--- config.mk ---
export PLATFORM = sky130hd
export DESIGN_NAME = lsu_subword_rmw
export DESIGN_NICKNAME = d
export VERILOG_FILES = /design/src/rtl/lsu_subword_rmw.sv
export SDC_FILE = /design/constraint.sdc
export NUM_CORES = 1
export LEC_CHECK = 0
export ABC_AREA = 1
export ABC_CLOCK_PERIOD_IN_PS = 9570
export CAP_MARGIN = 20
export CORE_MARGIN = 1
export CORE_UTILIZATION = 35
export CTS_CLUSTER_DIAMETER = 80
export DETAILED_ROUTE_END_ITERATION = 12
export HOLD_SLACK_MARGIN = 0.03
export PLACE_DENSITY = 0.6
export SLEW_MARGIN = 20
export SYNTH_ARGS = -nofsm -noshare
export SYNTH_HDL_FRONTEND = slang
export SYNTH_SLANG_ARGS = --single-unit
--- constraint.sdc ---
create_clock -name clk -period 9.57 [get_ports clk]
set_clock_uncertainty 0.2 [all_clocks]
set_input_delay 1.914 -clock clk [delete_from_list [all_inputs] [get_ports clk]]
set_output_delay 1.914 -clock clk [all_outputs]
set_load 0.02 [all_outputs]
--- src/rtl/lsu_subword_rmw.sv ---
// lsu_subword_rmw: load/store sequencer between EX/MEM and a word-wide data memory.
// Loads are word-aligned reads with lane extraction and sign/zero extension. Sub-word
// stores (SB/SH) become read-modify-write so that neighbouring bytes survive the
// memory's whole-word write. Misaligned or unsupported requests are rejected with a
// one-cycle misalign pulse and never touch memory. Every output is registered.
// DATA_W is a parameter for readability only; the lane logic assumes 32 bits.
module lsu_subword_rmw #(
  parameter int DM_ADDRESS = 9,
  parameter int DATA_W     = 32
) (
  input  logic                  clk,
  input  logic                  reset,
  input  logic                  req_valid,
  input  logic                  req_write,
  input  logic [2:0]            req_funct3,
  input  logic [DM_ADDRESS-1:0] req_addr,
  input  logic [DATA_W-1:0]     req_wdata,
  output logic                  req_ready,
  output logic [DATA_W-1:0]     ld_data,
  output logic                  ld_valid,
  output logic                  misalign,
  output logic [DM_ADDRESS-1:0] mem_addr,
  output logic                  mem_we,
  output logic [DATA_W-1:0]     mem_wdata,
  input  logic [DATA_W-1:0]     mem_rdata
);

  typedef enum logic [2:0] {
    IDLE,
    RD_WAIT,
    RD_DONE,
    RMW_WAIT,
    RMW_WR,
    WR
  } state_t;

  // RV32I funct3 encodings used by loads and stores
  localparam logic [2:0] F3_B  = 3'b000;
  localparam logic [2:0] F3_H  = 3'b001;
  localparam logic [2:0] F3_W  = 3'b010;
  localparam logic [2:0] F3_BU = 3'b100;
  localparam logic [2:0] F3_HU = 3'b101;

  state_t                state_q, state_d;
  logic [2:0]            f3_q, f3_d;
  logic [1:0]            lane_q, lane_d;
  logic [DATA_W-1:0]     wdata_q, wdata_d;

  logic                  req_ready_d;
  logic [DATA_W-1:0]     ld_data_d;
  logic                  ld_valid_d;
  logic                  misalign_d;
  logic [DM_ADDRESS-1:0] mem_addr_d;
  logic                  mem_we_d;
  logic [DATA_W-1:0]     mem_wdata_d;

  // A request is rejected when its width does not fit its byte offset, or when the
  // funct3 has no meaning for that direction (stores only define B/H/W).
  function automatic logic is_rejected(input logic       write,
                                       input logic [2:0] f3,
                                       input logic [1:0] lane);
    logic bad;
    bad = 1'b1;
    case (f3)
      F3_B:  bad = 1'b0;
      F3_H:  bad = lane[0];
      F3_W:  bad = (lane != 2'b00);
      F3_BU: bad = write;
      F3_HU: bad = write | lane[0];
      default: bad = 1'b1;
    endcase
    return bad;
  endfunction

  // Pick the addressed byte/half out of the returned word and extend it to 32 bits.
  function automatic logic [DATA_W-1:0] load_extend(input logic [2:0]        f3,
                                                    input logic [1:0]        lane,
                                                    input logic [DATA_W-1:0] word);
    logic [7:0]        b;
    logic [15:0]       h;
    logic [DATA_W-1:0] r;
    case (lane)
      2'd0:    b = word[7:0];
      2'd1:    b = word[15:8];
      2'd2:    b = word[23:16];
      default: b = word[31:24];
    endcase
    h = lane[1] ? word[31:16] : word[15:0];
    case (f3)
      F3_B:    r = {{(DATA_W-8){b[7]}}, b};
      F3_H:    r = {{(DATA_W-16){h[15]}}, h};
      F3_BU:   r = {{(DATA_W-8){1'b0}}, b};
      F3_HU:   r = {{(DATA_W-16){1'b0}}, h};
      default: r = word;
    endcase
    return r;
  endfunction

  // Overlay the store data onto the word read back from memory, leaving other lanes intact.
  function automatic logic [DATA_W-1:0] lane_merge(input logic [2:0]        f3,
                                                   input logic [1:0]        lane,
                                                   input logic [DATA_W-1:0] old_word,
                                                   input logic [DATA_W-1:0] wdata);
    logic [DATA_W-1:0] r;
    r = old_word;
    if (f3 == F3_H) r[{lane[1], 4'b0000} +: 16] = wdata[15:0];
    else            r[{lane, 3'b000} +: 8]      = wdata[7:0];
    return r;
  endfunction

  // Next-state and next-output logic for the sequencer.
  always_comb begin
    // NOTE: every signal gets a default before the case so no path leaves one unassigned
    // (which would infer a latch); pulses default low, held data defaults to its register.
    state_d     = state_q;
    f3_d        = f3_q;
    lane_d      = lane_q;
    wdata_d     = wdata_q;
    ld_data_d   = ld_data;
    ld_valid_d  = 1'b0;
    misalign_d  = 1'b0;
    mem_addr_d  = mem_addr;
    mem_we_d    = 1'b0;
    mem_wdata_d = mem_wdata;

    unique case (state_q)
      IDLE: begin
        if (req_valid) begin
          f3_d       = req_funct3;
          lane_d     = req_addr[1:0];
          wdata_d    = req_wdata;
          mem_addr_d = {req_addr[DM_ADDRESS-1:2], 2'b00};
          if (is_rejected(req_write, req_funct3, req_addr[1:0])) begin
            misalign_d = 1'b1;
          end else if (!req_write) begin
            state_d = RD_WAIT;
          end else if (req_funct3 == F3_W) begin
            // Full-word store needs no read: write straight away.
            state_d     = WR;
            mem_we_d    = 1'b1;
            mem_wdata_d = req_wdata;
          end else begin
            state_d = RMW_WAIT;
          end
        end
      end
      RD_WAIT: state_d = RD_DONE;
      RD_DONE: begin
        ld_data_d  = load_extend(f3_q, lane_q, mem_rdata);
        ld_valid_d = 1'b1;
        state_d    = IDLE;
      end
      RMW_WAIT: begin
        // mem_rdata already reflects mem_addr here; merge and raise the write strobe.
        mem_wdata_d = lane_merge(f3_q, lane_q, mem_rdata, wdata_q);
        mem_we_d    = 1'b1;
        state_d     = RMW_WR;
      end
      RMW_WR:  state_d = IDLE;
      WR:      state_d = IDLE;
      default: state_d = IDLE;
    endcase

    req_ready_d = (state_d == IDLE);
  end

  // State and output registers; reset aborts any sequence and drops the write strobe.
  always_ff @(posedge clk or posedge reset) begin
    if (reset) begin
      // NOTE: the captured request fields are reset too, not just the FSM, so no output
      // can ever present an X after reset even though their values are don't-care in IDLE.
      state_q   <= IDLE;
      f3_q      <= 3'b000;
      lane_q    <= 2'b00;
      wdata_q   <= '0;
      req_ready <= 1'b1;
      ld_data   <= '0;
      ld_valid  <= 1'b0;
      misalign  <= 1'b0;
      mem_addr  <= '0;
      mem_we    <= 1'b0;
      mem_wdata <= '0;
    end else begin
      // NOTE: non-blocking assignments so every register samples pre-edge values.
      state_q   <= state_d;
      f3_q      <= f3_d;
      lane_q    <= lane_d;
      wdata_q   <= wdata_d;
      req_ready <= req_ready_d;
      ld_data   <= ld_data_d;
      ld_valid  <= ld_valid_d;
      misalign  <= misalign_d;
      mem_addr  <= mem_addr_d;
      mem_we    <= mem_we_d;
      mem_wdata <= mem_wdata_d;
    end
  end

endmodule

## After elaboration in Yosys (flattened, before gate mapping)

Index checks and enable logic that the tools add are counted.
W data, S select, Z words.

| operators by class | value |
|---|---|
| $add $sub $neg | 2 |
| multiply operators | 0 |
| divide/modulo/power cells | 0 |
| $lt $le $gt $ge | 0 |
| equality and inequality tests | 16 |
| shift-type cells | 4 |
| multiplexer cells | 28 |
| bitwise logic cells | 1 |
| reduce and logical (&&, ||, !) cells | 9 |

Operators by type and width:

| operator | number |
|---|---|
| $mux W32 | 5 |
| $pmux W32 S4 | 1 |
| $bwmux W32 | 2 |
| $pmux W32 S2 | 1 |
| $shift A16 B7 Y32 const A | 1 |
| $shift A8 B7 Y32 const A | 1 |
| $shiftx A16 B7 Y32 | 1 |
| $shiftx A8 B7 Y32 | 1 |
| $pmux W8 S3 | 1 |
| $mux W16 | 1 |
| $neg A5 Y7 | 2 |
| $eq A3 B3 Y1 const B | 4 |
| $logic_not A3 Y1 | 4 |
| $mux W3 | 4 |
| $mux W1 | 10 |
| $eq A3 B1 Y1 const B | 3 |
| $eq A3 B2 Y1 const B | 3 |
| $pmux W3 S3 | 1 |
| $ne A2 B2 Y1 const B | 4 |
| $pmux W1 S5 | 1 |
| $reduce_and A5 Y1 | 1 |
| $reduce_bool A2 Y1 | 2 |
| $eq A2 B1 Y1 const B | 1 |
| $eq A2 B2 Y1 const B | 1 |
| 4 further kinds | 4 |

| word-level totals | value |
|---|---|
| bits in registers | 99 |
| bits in latches | 0 |
| memory bits (writable) | 0 |
| memory bits (read-only) | 0 |
| bits of input ports | 80 |
| output and inout bits | 77 |
| word-level logic and storage cells | 71 |
| memories | 0 |

## Longest topological paths before layout

| logic depth | value |
|---|---|
| word-level depth | 8 |
| mapped depth | 14 |
| mapped depth without buffers | 11 |

## Worst setup path before layout

No wires, ideal clock.

| path | value |
|---|---|
| path kind | input port to flip-flop |
| start | input port req_funct3[2] |
| end | register mem_wdata[0] |
| setup time | 0.117 ns |
| arrival | 2.790 ns |
| data required time | 9.253 ns |
| path slack | 6.463 ns |
| stages on the path | 7 |
| buffers on the path | 1 |
| cell sequence | nor2_1 > nand2_1 > a21oi_2 > nand4_4 > clkbuf_1 > nand3_1 > nand2_1 |

| between the ends | value |
|---|---|
| longest elaborated chain between the ends | 6 |
| elaborated cells on any way between the ends | 11 |
| those cells by class | eq/ne: 6; mux: 3; reduce/logical: 2 |

Ends and longest elaborated chain:

| what | RTL line | text |
|---|---|---|
| start, declared | 15 | `input logic [2:0] req_funct3,` |
| $eq A3 B3 Y1, or another cell as far along | 64 | `case (f3)` |
| $pmux W1 S5 | 64 |  |
| $mux W1 | 128 | `if (req_valid) begin` |
| $mux W1 | 126 | `unique case (state_q)` |
| $ne A2 B2 Y1 (no source line) | -- |  |
| $reduce_and A5 Y1 (no source line) * | -- |  |
| end signal, assigned | 195 | `mem_wdata <= mem_wdata_d;` |
| end, declared | 24 | `output logic [DATA_W-1:0] mem_wdata,` |

Mark *: on every way between the ends. The rest lies on a longest branch, timed or not. The select of a mux whose other input is x is not followed.
A chain may end at the register's enable or synchronous reset.

## Final worst setup path

| path | value |
|---|---|
| start | input port req_valid |
| end | register mem_wdata[29] |

| between the ends | value |
|---|---|
| longest elaborated chain between the ends | 2 |

Ends and longest elaborated chain:

| what | RTL line | text |
|---|---|---|
| start, declared | 13 | `input logic req_valid,` |
| $ne A2 B2 Y1 (no source line) | -- |  |
| $reduce_and A5 Y1 (no source line) | -- |  |

No other way between the ends.

==> summary.txt <==
Final layout
  – # nets final: about 1200
  – Design area: between 0.008 and 0.009 sq mm
  – Share of cells above drive strength 1: ~3.8%
  – Antenna Cells: 0
  – Fill cells: between 1500 and 2000
  – Seq. cell area: between 0.002 and 0.0025 sq mm
  – Non-Filler Instances: ~1300
  – Multi-input logic area: ~0.0032 sq mm
  – Area growth syn-to-layout: 30.5%

Timing
  – Max Clk Rate: around 0.21 GHz
  – Final hold violation count: 0
  – Actual slew at the worst max-slew pin: 1.07 ns
  – RSZ-0062 raised after global routing: no
  – Final cycle utilization of the critical path: about half
  – Count of pins over their slew limit: 0
  – Setup slack after layout: approximately 4.8 ns
  – Final setup TNS: 0 ns
  – Endpoints failing setup: 0
  – Final Critical Period: about 4.7 ns
  – Slew headroom: between 20% and 30%

Synth
  – Synth Register Bits: between 90 and 100
  – Commonest cells in the synthesized netlist: nand2_1 (379), nand3_1 (107), dfrtp_1 (98)
  – Syn avg cell area: 6.57 sq um
  – Synthesized cell area: ~0.0063 sq mm
  – FFs w/ async S/R, synth: 100%
  – Synth Flop Type: dfrtp_1
  – Synth Warn #: 0
  – Post-synthesis sequential area ratio: around 39%
  – Post-synth top area share: about two fifths
  – Most frequent cell after synthesis: nand2_1
  – Number of synthesized flops with an enable pin: 0
  – Area contributors post-synth: dfrtp_1 (39%), nand2_1 (23%), nand3_1 (8.5%)
  – Distinct cells, synth: 30
  – Yosys top cell by area: dfrtp_1
  – Mapped Cells: around 960

Critical path
  – R2R cell count: 8
  – FF-to-FF setup slack: between 6 and 7 ns
  – Crit end category: flip-flop
  – R2R Path End: mem_wdata[30]
  – R2R Path Start: f3_q[1]
  – Setup CP Type: primary input to flip-flop
  – Crit Path Max Fanout: 43
  – Startpoint Class: primary input
  – Req. time, crit path: between 9 and 10 ns
  – Critical Path AT: 4.82 ns

Drt
  – DR vias/cell: between 4 and 5
  – WL met1: approximately 9.7 mm
  – DR WL met2: between 9 and 10 mm
  – DRT Wirelength: 20.8 mm
  – Via count: between 6000 and 7000
  – DR WL/cell: 16.0 um
  – Top layer in use: met4
  – First DRT Iteration DRCs: 477
  – DRC errors left: 0
  – Met3 wire length: around 1.2 mm
  – Post-DRT Antenna Nets: 0
  – First-pass iteration count of the detailed router: 7

Floorplanning
  – Die extent in y: ~140 um
  – Die Area: approximately 0.019 sq mm
  – Ports: 157
  – Core footprint: approximately 0.017 sq mm
  – Die Span X: approximately 140 um
  – Initial Util: a little over a third
  – Rows: between 40 and 50

Placed design
  – DP Worst Slack: 4.41 ns
  – Final GP Congestion: 0.889
  – I/O Buffers: approximately 150
  – Placed Area: ~0.008 sq mm
  – Detailed placer's ending HPWL: about 15 mm
  – Placed insts: 1288

CTS
  – Clock Latency Late Sink: about 0.36 ns
  – Root buf cell: clkbuf_16
  – TritonCTS Sinks: 99
  – H-tree levels: 3
  – CTS Hold Bufs: 0
  – Cts repair resizes: 0
  – TritonCTS Buffers: 9
  – CTS tree: built
  – Clock slew at reported path FFs: 0.07 ns
  – Setup Fix Bufs, Post-CTS: 0
  – Clk buf depth: 2

Worst hold path
  – HP Class: flip-flop to flip-flop
  – Hold path depth: 2
  – Worst Hold Launch: mem_addr[7]
  – Hold EP: mem_addr[7]

GRT
  – GRT overflow: 0
  – Antenna violations before repair: 0
  – First-pass GRT wire length: around 33 mm
  – Vias in the first global route: 6037
  – Total GRT Usage: 23.0%
  – Largest net degree at the start of global routing: 68

Power
  – Leak pwr: about 4.0 nW
  – Power share of the clock group: about a fifth
  – Peak supply drop: around 0.11 mV
  – Combinational fraction of design power: 47.5%
  – Sw Ratio: between 40% and 50%
  – Reg power frac: 33.7%
  – Power per cell area: 246 mW/mm^2
  – Internal power: ~1.2 mW
  – Total power: approximately 2.0 mW
  – Switching Power: just over 800 uW

Run status
  – Status: finished clean

Run
  – # Max-Cap Violations: 0
==> worst max-delay path: stages <==
cell	delay (ns)
clkdlybuf4s50_1	0.47
nand4_2	0.37
inv_2	0.68
nand4_4	0.62
nand2_4	0.53
nand2_1	0.12
nand2_1	0.08
==> worst max-delay path by stage <==
stage | startpoint | end | slack (ns) | cells past startpoint
after floorplan | reset | f3_q[0] | 4.87 | 1
after global placement | req_valid | mem_wdata[11] | 4.49 | 7
after detailed placement | req_valid | mem_wdata[29] | 4.41 | 7
after CTS | req_valid | mem_wdata[29] | 4.80 | 7
after global routing | req_valid | mem_wdata[24] | 4.50 | 7
final | req_valid | mem_wdata[29] | 4.84 | 7
==> cells by family after synthesis <==
| logic type | Yosys count | synth area share, % |
|---|---|---|
| adder cells (fa/ha/maj) | 6 | 1.19 |
| AND/OR/NAND/NOR | 564 | 37.1 |
| flip-flops | 99 | 39.4 |
| other | 1 | 0.0597 |
| AO/OA/AOI/OAI | 143 | 12.7 |
| buffers and inverters | 144 | 9.53 |
==> power by group through the flow <==
stage	combinational, mW	sequential [mW]	clock [mW]
after floorplan	0.388	0.829	0
after global placement	0.948	0.688	0
after detailed placement	0.961	0.683	0
after CTS	0.962	0.680	0.385
after global routing	1.05	0.698	0.402
final	0.958	0.679	0.380
==> metrics by stage <==
stage	utilization [%]	hold WS, ns
after floorplan	-	0.324
after global placement	45.4	0.265
after detailed placement	45.4	0.270
after CTS	47.1	0.289
after global routing	47.1	0.316
final	47.1	0.287
==> cell type report <==
class	count	area share, %
Clock inverter	6	0.763
Clock buffer	10	2.91
Timing Repair Buffer	158	19.2
Multi-Input combinational cell	715	39.3
Sequential cell	99	30.2
Tap cell	225	3.43
Inverter	91	4.20
==> placed cells by master, fill, tap and decap left out, types with 2 or more instances in the layout <==
cell / count
clkinv_1: 3
nor2_4: 2
inv_6: 2
nand2_1: 379
nand3_1: 106
dfrtp_1: 98
o21bai_1: 17
o21ai_0: 83
clkdlybuf4s50_1: 154
clkinv_2: 3
o211ai_1: 5
nand2_4: 2
buf_4: 4
conb_1: 2
inv_2: 8
nand3_2: 2
clkbuf_16: 9
a21oi_1: 30
nor2_1: 69
ha_1: 6
inv_1: 79
o221ai_1: 5
==> state kept, by name, summed over array words and instances, names as in the netlist <==
| signal | count |
|---|---|
| wdata_q | 16 |
| lane_q | 2 |
| misalign | 1 |
| mem_we | 1 |
| ld_data | 32 |
| state_q | 3 |
| mem_addr | 7 |
| ld_valid | 1 |
| f3_q | 3 |
| req_ready | 1 |
| mem_wdata | 32 |
==> routing by layer <==
| metal | GRT usage, % | vias to the layer above |
|---|---|---|
| li1 | - | 3256 |
| met1 | 32.5 | 2985 |
| met2 | 35.1 | 230 |
| met3 | 3.02 | 31 |
| met4 | 9.75 | 0 |
| met5 | 0 | - |
Note: power is estimated with default switching activity, not from simulation.
